<file path="src/rtl/shift_reg_univ.sv">
// Universal shift register: hold, shift-up, shift-down, parallel load, with a word-framing shift counter.
// Latency: q updates on the enabled rising edge; word_done is registered, so it is high the cycle after the WIDTH-th shift.
// Backpressure: none; en=0 freezes all state and forces word_done low on the next cycle.
//
// Ports:
//   clk        rising-edge clock
//   reset      asynchronous active-high reset (q=RESET_VAL, cnt=0, direction=up, word_done=0)
//   en         cycle enable
//   mode       00 hold, 01 shift-up (toward MSB), 10 shift-down (toward LSB), 11 parallel load
//   si_lsb     serial input entering bit 0 on shift-up
//   si_msb     serial input entering bit WIDTH-1 on shift-down
//   pi         parallel load data
//   rot        (only with SHIFT_REG_UNIV_ROTATE_EN) recirculate the outgoing bit instead of the serial input
//   po         parallel output (= q)
//   so_msb     q[WIDTH-1]
//   so_lsb     q[0]
//   word_done  one-cycle pulse after every WIDTH same-direction shifts since the last load
//
// Optional feature macro: SHIFT_REG_UNIV_ROTATE_EN adds the rot input.

module shift_reg_univ #(
  parameter int               WIDTH     = 8,
  parameter logic [WIDTH-1:0] RESET_VAL = '0
) (
  input  logic             clk,
  input  logic             reset,
  input  logic             en,
  input  logic [1:0]       mode,
  input  logic             si_lsb,
  input  logic             si_msb,
  input  logic [WIDTH-1:0] pi,
`ifdef SHIFT_REG_UNIV_ROTATE_EN
  input  logic             rot,
`endif
  output logic [WIDTH-1:0] po,
  output logic             so_msb,
  output logic             so_lsb,
  output logic             word_done
);

  localparam int CW = ($clog2(WIDTH) < 1) ? 1 : $clog2(WIDTH);
  localparam logic [CW-1:0] CNT_LAST = CW'(WIDTH - 1);

  localparam logic [1:0] MODE_HOLD = 2'b00;
  localparam logic [1:0] MODE_UP   = 2'b01;
  localparam logic [1:0] MODE_DOWN = 2'b10;
  localparam logic [1:0] MODE_LOAD = 2'b11;

  logic [WIDTH-1:0] q;
  logic [CW-1:0]    cnt;
  logic             dir_up;     // direction of the most recent shift; 1 = up
  logic             rot_sel;
  logic             fill_up;    // bit entering position 0 on shift-up
  logic             fill_down;  // bit entering position WIDTH-1 on shift-down
  logic             is_shift;
  logic             shift_up;

`ifdef SHIFT_REG_UNIV_ROTATE_EN
  assign rot_sel = rot;
`else
  assign rot_sel = 1'b0;
`endif

  always_comb begin
    fill_up   = rot_sel ? q[WIDTH-1] : si_lsb;
    fill_down = rot_sel ? q[0]       : si_msb;
    is_shift  = (mode == MODE_UP) || (mode == MODE_DOWN);
    shift_up  = (mode == MODE_UP);
  end

  always_ff @(posedge clk or posedge reset) begin
    if (reset) begin
      q         <= RESET_VAL;
      cnt       <= '0;
      dir_up    <= 1'b1;
      word_done <= 1'b0;
    end else if (en) begin
      word_done <= 1'b0;
      case (mode)
        MODE_UP:   q <= {q[WIDTH-2:0], fill_up};
        MODE_DOWN: q <= {fill_down, q[WIDTH-1:1]};
        MODE_LOAD: begin
          q   <= pi;
          cnt <= '0;
        end
        MODE_HOLD: ;
        default:   ;
      endcase
      if (is_shift) begin
        if (shift_up == dir_up) begin
          if (cnt == CNT_LAST) begin
            cnt       <= '0;
            word_done <= 1'b1;
          end else begin
            cnt <= cnt + CW'(1);
          end
        end else begin
          // A direction change starts a new word; this shift is its first.
          cnt    <= CW'(1);
          dir_up <= shift_up;
        end
      end
    end else begin
      word_done <= 1'b0;
    end
  end

  assign po     = q;
  assign so_msb = q[WIDTH-1];
  assign so_lsb = q[0];

endmodule

</file>
<file path="config.mk">
export PLATFORM = sky130hd
export DESIGN_NAME = shift_reg_univ
export DESIGN_NICKNAME = d
export VERILOG_FILES = /design/src/rtl/shift_reg_univ.sv
export SDC_FILE = /design/constraint.sdc
export NUM_CORES = 1
export LEC_CHECK = 0
export ABC_AREA = 0
export BUFFER_PORTS_ARGS = -buffer_cell sky130_fd_sc_hd__buf_2
export CORE_MARGIN = 5
export CORE_UTILIZATION = 47
export CTS_CLUSTER_DIAMETER = 120
export DETAILED_ROUTE_END_ITERATION = 6
export PLACE_DENSITY_LB_ADDON = 0.08
export SYNTH_ARGS = -nofsm -noshare
export SYNTH_HDL_FRONTEND = slang
export SYNTH_SLANG_ARGS = --single-unit
</file>
<file path="constraint.sdc">
create_clock -name clk -period 1.4 [get_ports clk]
set_input_delay 0.21 -clock clk [delete_from_list [all_inputs] [get_ports clk]]
set_output_delay 0.21 -clock clk [all_outputs]
set_load 0.02 [all_outputs]
</file>
==> results of run 1 <==
## per-layer routing
metal  routed length [um]  global-route usage (%)
met1                  633                   15.91
met2                  725                   22.83
met3                   79                   3.976
met4                   16                   5.381
met5                    0                       0
## registers in the layout, indices dropped and copies added (netlist names)
signal,cells
cnt,3
dir_up,1
po,8
word_done,1
## cell usage in the layout (no fill, tap or decap)
cell type       n
nand2_1        10
clkbuf_4        3
a21oi_1         8
a32o_1          1
buf_4           1
clkbuf_1        1
dfrtp_1        12
nor3_1          2
nand2b_1        1
dfstp_2         1
ha_1            6
o21ai_0        10
nor2_1          1
dlygate4sd3_1   1
a22o_1          9
nor2_4          1
mux2_2          1
xor2_1          1
inv_1           4
buf_2          25
## cell families (layout without fill, tap and decap cells)
group	count (synthesis)	count (layout)	synth area share [%]
xor gates and xnor gates	1	1	1.222
and+or+nand+nor	15	15	9.599
AOI/OAI and AO/OA	28	28	24.96
adders and majority gates	6	6	10.47
buffers and inverters	10	35	6.631
muxes	1	1	1.571
DFF	13	13	45.55
## final cells by class
cell class              instances  area, sq um  share of cell area (%)
multi-input cells              51        342.8                   39.26
flip-flops and latches         13        326.6                   37.39
well taps                      16        20.02                   2.292
clock buffers                   4        26.28                   3.009
repair buffers                 27        142.6                   16.33
inverters                       4        15.01                   1.719
## power by group
group / internal [mW] / switching, mW
logic: 0.120 / 0.171
registers: 0.438 / 0.0533
clock network: 0.110 / 0.126
total: 0.668 / 0.350
## synth_stat cells
library cell / n / area, sq um
a22o_1: 9 / 78.83
dfstp_2: 1 / 26.28
nor2_1: 1 / 3.750
a21oi_1: 8 / 40.04
nor2_4: 1 / 11.26
xor2_1: 1 / 8.760
buf_2: 2 / 10.01
mux2_2: 1 / 11.26
o21ai_0: 10 / 50.05
buf_4: 2 / 15.01
inv_1: 4 / 15.01
nor3_1: 2 / 10.01
a32o_1: 1 / 10.01
nand2b_1: 1 / 6.260
nand2_1: 10 / 37.54
ha_1: 6 / 75.07
clkbuf_1: 2 / 7.510
dfrtp_1: 12 / 300.3
## what timing repair did
item | 4_1_cts | 5_1_grt
hold buffers | 1 | 0
buffers inserted | 0 | 0
endpoints found under the hold margin | 12 | 0
## worst reg2reg max path, delay by kind of cell, from the launching register on
family	cells	cell delay, ns
xor+xnor	1	0.21
flops	1	0.54
simple gates	1	0.09
compound gates	1	0.26
## path summary, 6_finish.rpt
check	start	end	slack [ns]	cells past startpoint
max in group asynchronous	reset	dir_up	0.56	3
setup / recovery	dir_up	cnt[1]	0.18	3
min in group asynchronous	reset	word_done	0.49	3
hold reg to reg	cnt[1]	cnt[1]	0.52	1
hold / removal	si_lsb	po[0]	0.21	3
setup reg to reg	dir_up	cnt[1]	0.18	3
## through the flow
step	setup slack [ns]	hold WS (ns)	total power, mW
6_report	0.1779	0.2137	1.018
5_1_grt	0.1071	0.2468	1.094
4_1_cts	0.1725	0.2156	1.033
3_5_place_dp	0.1074	0.2626	0.7940
3_3_place_gp	0.1133	0.2695	0.7879
2_1_floorplan	0.2614	0.08624	0.6974
==> flow_summary.json, run 1 <==
{
  "status": "complete, no violations",
  "finalWirelength_um": 1453,
  "post-route-util_pct": 59.35,
  "setup_viol": 0,
  "finalSetupTns_ns": 0,
  "cts_buffers": 3,
  "vias": 593,
  "syn_nets": 95,
  "fmax_mhz": 818.2,
  "p_leak_nw": 0.4625,
  "fin_cells": 115,
  "critPathRequiredTime_ns": 1.56,
  "synthCells": 74,
  "yosysWarnings": 0,
  "grt_pass1_vias": 601,
  "clock-sinks": 13,
  "hold_path.class": "input port to flip-flop",
  "postLayoutCellArea_sq_um": 873.3,
  "finalCritPeriodShare_pct": 87.30,
  "ctsResizeCount": 0,
  "fillers": 143,
  "fp-row-count": 14,
  "syn_area_per_cell_sq_um": 9.688,
  "gp_congestion": 0.7110,
  "grt_usage_pct": 13.54,
  "io_pins": 26,
  "slew_headroom_pct": 67.69,
  "syn_to_final_growth_pct": 21.81,
  "critical-path-top-delay-family": "flip-flops",
  "die_height_um": 49.06,
  "ys_types": 18,
  "dp_cells": 110,
  "grt_first_pass_wirelength_um": 2628,
  "gr-total-overflow": 0,
  "cts.clk_slew.worst_paths_ns": 0.09,
  "antenna_found_initial": 0,
  "yosysSeqAreaShare_pct": 45.55,
  "slowest_stage": "dfstp_2",
  "end_kind": "flip-flop",
  "htreeDepth": 1,
  "rsz0062_at_grt": "no",
  "critPathLaunchType": "flip-flop",
  "detail_route.vias_per_cell": 5.157,
  "first_pass_iters": 4,
  "core_sq_mm": 0.001471,
  "clk-insertion-delay-late_ns": 0.28,
  "vdd_drop_max_mv": 0.5882,
  "finClkSkew_ns": 0.006081,
  "first_iter_violations": 2,
  "ys_ff_latch": 13,
  "path_cells": "xor2_1 -> nor3_1 -> a32o_1",
  "final_hold_viol_count": 0,
  "period_needed_ns": 1.222,
  "grt_max_degree": 18,
  "dp_hpwl_um": 1131,
  "root_buffer": "clkbuf_4",
  "syn-cell-area_sq_um": 716.9,
  "arrival_ns": 1.38,
  "cts_tree": "built",
  "antenna_cells": 0,
  "die_x_um": 49.06,
  "nets": 121,
  "die_area_sq_mm": 0.002406,
  "dpl_cell_area_sq_um": 837.1,
  "slowest_delay_ns": 0.54,
  "start_util_pct": 48.72,
  "tightestPinTransition_ns": 0.4841,
  "io_buffers": 25,
  "crit_fanout": 3,
  "final_layout_size_suffix_gt1_share_pct": 32.32,
  "maxCapViolCount": 0,
  "ant_nets": 0,
  "path_buf_inv": 0,
  "route.detailed.drc": 0,
  "critPathKind": "flip-flop to flip-flop",
  "clockBufferDepth": 2,
  "wire_per_inst_um": 12.63,
  "pwr_density_cell_mw_per_mm2": 1166,
  "drv_slew": 0
}
No activity file was read; power rests on OpenSTA's default activity.
==> run 2, diff against run 1 <==
--- a/config.mk
+++ b/config.mk
@@ -7,6 +7,7 @@
 export LEC_CHECK = 0
 export ABC_AREA = 0
 export BUFFER_PORTS_ARGS = -buffer_cell sky130_fd_sc_hd__buf_2
+export CORE_ASPECT_RATIO = 0.9
 export CORE_MARGIN = 5
 export CORE_UTILIZATION = 47
 export CTS_CLUSTER_DIAMETER = 120
==> flow_summary.json, run 2 (same netlist as run 1, synthesis figures left out) <==
{
  "status": "complete, no violations",
  "route.detailed.drc": 0,
  "cts_buffers": 3,
  "core_sq_mm": 0.001448,
  "nets": 121,
  "detail_route.vias_per_cell": 5.307,
  "crit_start": "dir_up",
  "finClkSkew_ns": 0.004136,
  "grt_max_degree": 17,
  "hold_path.class": "input port to flip-flop",
  "post-route-util_pct": 60.24,
  "cts.clk_slew.worst_paths_ns": 0.08,
  "rsz0062_at_grt": "no",
  "met1_usage_pct": 19.52,
  "io_pins": 26,
  "first_iter_violations": 14,
  "fmax_mhz": 826.8,
  "htreeDepth": 1,
  "postLayoutCellArea_sq_um": 872.1,
  "grt_pass1_vias": 571,
  "clk-insertion-delay-late_ns": 0.27,
  "total_power_mw": 1.018,
  "tightestPinTransition_ns": 0.4852,
  "regToRegStartpoint": "dir_up",
  "io_buffers": 25,
  "largest_reg_flops": 8,
  "crit_fanout": 3,
  "final_layout_size_suffix_gt1_share_pct": 32.32,
  "drv_slew": 0,
  "pwr_density_cell_mw_per_mm2": 1167,
  "arrival_ns": 1.38,
  "endpoint": "cnt[1]",
  "grt_usage_pct": 14.17,
  "root_buffer": "clkbuf_4",
  "critPathRequiredTime_ns": 1.57,
  "fillers": 128,
  "setup_viol": 0,
  "final_hold_viol_count": 0,
  "ant_nets": 0,
  "critPathLaunchType": "flip-flop",
  "mostFrequentLayoutCells": "buf_2 (25), dfrtp_1 (12), nand2_1 (10), o21ai_0 (10), a22o_1 (9)",
  "finalWirelength_um": 1482,
  "dp_cells": 109,
  "grt_use_met3_pct": 5.397,
  "p_leak_nw": 0.4625,
  "wire_per_inst_um": 13.00,
  "finalSetupTns_ns": 0,
  "r2r_end": "cnt[1]",
  "grt_first_pass_wirelength_um": 2470,
  "clockBufferDepth": 2,
  "layout_commonest_cell": "buf_2",
  "dp_slack_ns": 0.08827,
  "fp-row-count": 13,
  "dp_hpwl_um": 1120,
  "r2r_cells": 3,
  "whs_ns": 0.2350,
  "first_pass_iters": 4,
  "antenna_cells": 0,
  "period_needed_ns": 1.209,
  "start_util_pct": 49.52,
  "grtUsageMet2_pct": 20.57,
  "gr-total-overflow": 0,
  "ctsResizeCount": 0,
  "clock-sinks": 13,
  "antenna_found_initial": 0,
  "vdd_drop_max_mv": 0.6195,
  "rrSetupSlack_ns": 0.19,
  "finalCritPeriodShare_pct": 86.39,
  "slew_headroom_pct": 67.62,
  "gp_congestion": 0.7645,
  "syn_to_final_growth_pct": 21.64,
  "top_usage_layer": "met2",
  "fin_cells": 114,
  "maxCapViolCount": 0,
  "dpl_cell_area_sq_um": 835.8,
  "end_kind": "flip-flop",
  "die_x_um": 51.17,
  "cts_tree": "built",
  "layout_setup_ws_ns": 0.1905,
  "die_height_um": 47.05,
  "critPathKind": "flip-flop to flip-flop",
  "die_area_sq_mm": 0.002408,
  "vias": 605
}
==> run 2: cell counts in the layout (fill, tap and decap cells not counted) <==
Identical to the previous run, type by type.
==> run 2: final cells by class <==
class                           instances  area, sq um  share of cell area, %
Clock buffer                            4        26.28                  3.013
Sequential cell                        13        326.6                  37.45
Tap cell                               15        18.77                  2.152
Inverter                                4        15.01                  1.722
Multi-Input combinational cell         51        342.8                  39.31
Timing Repair Buffer                   27        142.6                  16.36
==> run 2: how the worst min path moves through the flow <==
stage | cells past startpoint | to | start | slack, ns
5_1_grt | 3 | word_done | en | 0.26
6_report | 3 | po[0] | si_lsb | 0.23
3_5_place_dp | 2 | cnt[2] | reset | 0.26
4_1_cts | 3 | po[0] | si_lsb | 0.24
2_1_floorplan | 1 | cnt[0] | reset | 0.09
3_3_place_gp | 2 | word_done | reset | 0.26
==> run 2: power breakdown <==
group          total, mW  switching [mW]  internal, mW
Clock              0.230           0.120         0.110
Combinational      0.294           0.174         0.120
Sequential         0.493          0.0556         0.437
Total               1.02           0.350         0.668
==> run 2: repair_timing <==
action | in CTS | in global routing
hold endpoints to repair | 12 | 0
hold buffers | 1 | 0
buffers inserted | 0 | 0
==> run 2: critical path: stages, from the launching register on <==
cell and delay, ns:
dfstp_2 0.54, xor2_1 0.21, nor3_1 0.09, a32o_1 0.26
==> run 2: routing by layer <==
metal	wire [um]	vias up	part of all wire, %
met4	10	0	0.67
li1	-	310	-
met3	127	2	8.6
met5	0	-	0
met2	593	21	40
met1	751	272	51
